## config.mk

```make
export PLATFORM = sky130hd
export DESIGN_NAME = univ_cnt_seq
export DESIGN_NICKNAME = d
export VERILOG_FILES = /design/src/rtl/univ_cnt_seq_pkg.sv /design/src/rtl/univ_cnt_seq_timer.sv /design/src/rtl/univ_cnt_seq.sv
export SDC_FILE = /design/constraint.sdc
export NUM_CORES = 1
export LEC_CHECK = 0
export CAP_MARGIN = 15
export CORE_AREA = 2 2 59 61
export DETAILED_ROUTE_END_ITERATION = 7
export DIE_AREA = 0 0 61 63
export HOLD_SLACK_MARGIN = 0.15
export PLACE_DENSITY = 0.66
export RECOVER_POWER = 50
export SYNTH_ARGS = -nofsm -noshare
export SYNTH_HDL_FRONTEND = slang
export SYNTH_HIERARCHICAL = 1
export SYNTH_SLANG_ARGS = --single-unit
```

## constraint.sdc

```tcl
create_clock -name clk -period 3 [get_ports clk]
set_clock_uncertainty 0.05 [all_clocks]
set_input_delay 0.6 -clock clk [delete_from_list [all_inputs] [get_ports clk]]
set_output_delay 0.6 -clock clk [all_outputs]
set_load 0.1 [all_outputs]
```

## src/rtl/univ_cnt_seq_pkg.sv

```systemverilog
// Shared opcodes and state encoding for the universal-counter command sequencer.
// Revision: 1.0
`default_nettype none

package univ_cnt_seq_pkg;

   localparam logic [1:0] OP_COUNT_UP = 2'b00;
   localparam logic [1:0] OP_COUNT_DN = 2'b01;
   localparam logic [1:0] OP_LOAD     = 2'b10;
   localparam logic [1:0] OP_CLR      = 2'b11;

   typedef enum logic [2:0] {
      S_IDLE = 3'd0,
      S_RUN  = 3'd1,
      S_LOAD = 3'd2,
      S_CLR  = 3'd3,
      S_DONE = 3'd4
   } state_t;

endpackage

`default_nettype wire

```

## src/rtl/univ_cnt_seq_timer.sv

```systemverilog
// N-bit loadable down-counter that flags the final cycle (remaining == 1) of a RUN window.
// Revision: 1.0
`default_nettype none

module univ_cnt_seq_timer #(
   parameter int N = 8
) (
   input  logic         clk,
   input  logic         reset,
   input  logic         start,
   input  logic [N-1:0] start_val,
   input  logic         dec,
   output logic         last
);

   logic [N-1:0] rem;

   always_ff @(posedge clk or negedge reset) begin
      if (!reset) begin
         rem <= '0;
      end else if (start) begin
         rem <= start_val;
      end else if (dec && (rem != '0)) begin
         rem <= rem - N'(1);
      end
   end

   assign last = (rem == N'(1));

endmodule

`default_nettype wire

```

## src/rtl/univ_cnt_seq.sv

```systemverilog
// Command sequencer driving a universal binary counter with exact cycle counts.
// Optional macro UNIV_CNT_SEQ_STOP_AT_LIMIT_EN stops counting at all-ones/zero. Revision: 1.0
`default_nettype none

module univ_cnt_seq
   import univ_cnt_seq_pkg::*;
#(
   parameter int N = 8
) (
   input  logic         clk,
   input  logic         reset,
   input  logic         cmd_valid,
   output logic         cmd_ready,
   input  logic [1:0]   cmd_op,
   input  logic [N-1:0] cmd_arg,
   output logic         syn_clr,
   output logic         load,
   output logic         en,
   output logic         up,
   output logic [N-1:0] d,
   input  logic [N-1:0] q,
   output logic         busy,
   output logic         done,
   output logic         sat
);

   state_t state;
   logic   en_reg;
   logic   last;
   logic   limit;
   logic   accept;
   logic   is_count;

   assign cmd_ready = (state == S_IDLE);
   assign busy      = (state != S_IDLE);
   assign accept    = cmd_valid && cmd_ready;
   assign is_count  = (cmd_op == OP_COUNT_UP) || (cmd_op == OP_COUNT_DN);

`ifdef UNIV_CNT_SEQ_STOP_AT_LIMIT_EN
   assign limit = (state == S_RUN) && (up ? (q == '1) : (q == '0));
`else
   logic unused_q;
   assign unused_q = ^q;
   assign limit    = 1'b0;
`endif

   // Masking with the limit keeps the counter from wrapping while the FSM catches up.
   assign en = en_reg & ~limit;

   univ_cnt_seq_timer #(.N(N)) u_timer (
      .clk       (clk),
      .reset     (reset),
      .start     (accept && is_count),
      .start_val (cmd_arg),
      .dec       (state == S_RUN),
      .last      (last)
   );

   always_ff @(posedge clk or negedge reset) begin
      if (!reset) begin
         state   <= S_IDLE;
         en_reg  <= 1'b0;
         up      <= 1'b0;
         load    <= 1'b0;
         syn_clr <= 1'b0;
         done    <= 1'b0;
         sat     <= 1'b0;
         d       <= '0;
      end else begin
         load    <= 1'b0;
         syn_clr <= 1'b0;
         done    <= 1'b0;
         sat     <= 1'b0;
         case (state)
            S_IDLE: begin
               if (accept) begin
                  if (is_count) begin
                     if (cmd_arg == '0) begin
                        state <= S_DONE;
                        done  <= 1'b1;
                     end else begin
                        state  <= S_RUN;
                        en_reg <= 1'b1;
                        up     <= (cmd_op == OP_COUNT_UP);
                     end
                  end else if (cmd_op == OP_LOAD) begin
                     state <= S_LOAD;
                     load  <= 1'b1;
                     d     <= cmd_arg;
                  end else begin
                     state   <= S_CLR;
                     syn_clr <= 1'b1;
                  end
               end
            end
            S_RUN: begin
               if (limit || last) begin
                  state  <= S_DONE;
                  en_reg <= 1'b0;
                  up     <= 1'b0;
                  done   <= 1'b1;
                  sat    <= limit;
               end
            end
            S_LOAD, S_CLR: begin
               state <= S_DONE;
               done  <= 1'b1;
            end
            default: begin
               state <= S_IDLE;
            end
         endcase
      end
   end

endmodule

`default_nettype wire

```

==> out/metrics.yaml <==
final_layout:
  areaGrowthSynthToFinish_pct: 23.9
  diodes: 0
  fillers: 315
  drive_above_1_share: 0.226
  nets: 172
  largestRegisters: "d: 8 flops, u_timer/rem: 8 flops, state: 3 flops"
timing:
  tightest_slew_ns: 1.27
  slew_headroom: 0.153
  period_share: 0.757
  fmax_ghz: 0.440
  final-hold-violation-count: 0
  setup_viol: 0
  fin_setup_tns_ns: 0
  finalMaxSlewViolations: 0
  finalCriticalPeriod_ns: 2.27
  grt_setup_unrepaired: "no"
synth:
  yosysWarnings: 6
  synth_commonest_cells: "dfrtp_1, nand2_1, mux2_4"
  synthAdderAreaFrac: 0.0292
  ys_seq_elements: 24
  synthSimpleGateAreaFrac: 0.200
  yosysMostFrequentCell: "dfrtp_1"
  yosysTopAreaCell: "dfrtp_1"
  synth.distinct_cells: 40
  syn_inst: 116
  synth_top_area_frac: 0.467
  synth_area_um2: 1290
  synth_xor_area_frac: 0
  synth_async_sr_flop_share: 1.00
  synth_compound_area_frac: 0.157
  synth-edff-count: 0
  synthFlopType: "dfrtp_1"
  ys_seq_area_frac: 0.467
  synth_nets: 140
  synth_top_family_by_area: "simple AND/OR/NAND/NOR gates"
  avgSynthCellArea_um2: 11.1
  synthMuxAreaShare: 0.102
  synthTopCellsByArea: "dfrtp_1, mux2_4, ha_1, nand2_1, o211ai_1"
global_route:
  overflow: 0
  grt_pass1_wl_um: 4540
  grt_max_degree: 25
  grt.total_usage: 0.151
  grt_pass1_vias: 999
  antenna_found_initial: 0
placed_design:
  place.port_buffers: 27
  hpwl_um: 2040
  gp_congestion: 0.776
worst_setup_path:
  worstPathRequired_ns: 3.15
  rrSetupSlack_ns: 0.73
  worstReg2RegStart: "u_timer/rem[0]$_DFFE_PN0P_"
  endpoint_kind: "flip-flop"
  startpoint: "cmd_valid"
  path_class: "in2reg"
  cp_max_fo: 9
  start_kind: "input port"
  critPathArrivalTime_ns: 2.42
  r2r_end: "u_timer/rem[1]$_DFFE_PN0P_"
  reg2reg_depth: 5
clock_tree:
  clk_pin_slew_ns: 0.12
  postCtsSetupRepairBufs: 0
  cts-root-buf: "clkbuf_4"
  cts_tree: "built"
  post_cts_resized: 0
  cts_max_level: 1
  cts_buffers: 3
  clk_path_buf_depth: 2
  clk_latency_ns: 0.30
  hold_buffers: 0
  clock_sinks: 24
min_path:
  hold_end: "d[2]$_DFFE_PN0P_"
  min_path_cells: 1
  hold_start: "d[2]$_DFFE_PN0P_"
  hp-class: "reg2reg"
routing:
  drt-pass1-iter-count: 4
  wire_per_inst_um: 13.9
  post-route-drc-count: 0
  drtAntennaViolNets: 0
  via_per_inst: 5.23
  drt_wl_total_um: 2670
  initialDrtViolationCount: 34
  vias: 1005
status:
  status: "finished clean"
floorplanning:
  die_y_um: 63
  die_area_um2: 3840
  rows: 21
  fp.dieW_um: 61
  coreArea_um2: 3230
  ioPinCount: 37
  start_util: 0.398
run:
  max-cap-violations: 0
[worst max-delay path, cell delays in order]
cell and delay (ns):
dlygate4sd3_1 0.55, or4b_4 0.47, or2_1 0.43, mux2_4 0.36
[placed cells by master (no fill, tap or decap), types with 2 or more instances in the layout]
cell type | synthesis | final
a21oi_1 | 6 | 6
nor4_1 | 3 | 3
nand4b_1 | 2 | 2
clkdlybuf4s50_1 | 0 | 10
nor2_1 | 5 | 5
dfrtp_1 | 24 | 24
a2111o_1 | 3 | 3
inv_1 | 6 | 6
or4b_2 | 2 | 2
buf_4 | 1 | 14
mux2_4 | 8 | 8
clkbuf_4 | 0 | 3
nor3_1 | 3 | 2
clkbuf_1 | 2 | 6
a31oi_1 | 3 | 3
ha_1 | 3 | 3
a21boi_0 | 2 | 2
nand2_1 | 10 | 10
nor4b_1 | 2 | 2
nor3b_1 | 3 | 3
or4_1 | 3 | 3
o211ai_1 | 5 | 5
dlygate4sd3_1 | 0 | 2
[cells by family (layout without fill, tap and decap cells)]
group | after synthesis | after routing
other cells | 1 | 1
mux | 9 | 9
compound gates | 27 | 27
fa+ha+maj | 3 | 3
simple gates | 41 | 41
flops | 24 | 24
buf+inv | 11 | 41
[through the flow]
stage | util | hold WS, ns | setup WS, ns | instance area [µm²] | instances
6_report | 0.493 | 0.482 | 0.729 | 1590 | 192
5_1_grt | 0.493 | 0.506 | 0.539 | 1590 | 192
4_1_cts | 0.500 | 0.488 | 0.726 | 1620 | 192
3_5_place_dp | 0.493 | 0.449 | 0.466 | 1590 | 189
3_3_place_gp | 0.493 | 0.445 | 0.499 | 1590 | 189
2_1_floorplan | - | 0.254 | 0.383 | 1300 | 116
[layer usage]
layer  part of all wire  up-vias  track usage
met5                  0        -            0
met1               0.49      489        0.211
li1                   -      499            -
met3              0.036        2       0.0331
met2               0.47       15        0.238
met4             0.0049        0       0.0326
[final cells by class]
type,count,area (µm²),share of cell area
inverters,6,22.5,0.0141
repair buffers,32,248,0.155
flip-flops and latches,24,601,0.377
multi-input cells,81,643,0.403
well taps,46,57.6,0.0361
clock buffers,3,22.5,0.0141
[worst max path at each step]
stage	endpoint	slack (ns)	cells after the start
after detailed placement	d[4]$_DFFE_PN0P_	0.47	4
after global routing	u_timer/rem[1]$_DFFE_PN0P_	0.54	5
after floorplan	busy	0.38	2
after global placement	d[6]$_DFFE_PN0P_	0.50	4
after CTS	u_timer/rem[1]$_DFFE_PN0P_	0.73	5
final	d[7]$_DFFE_PN0P_	0.73	4
Power is not shown: default switching activity piles up to over one toggle a cycle in this logic, so the estimate is an artifact.
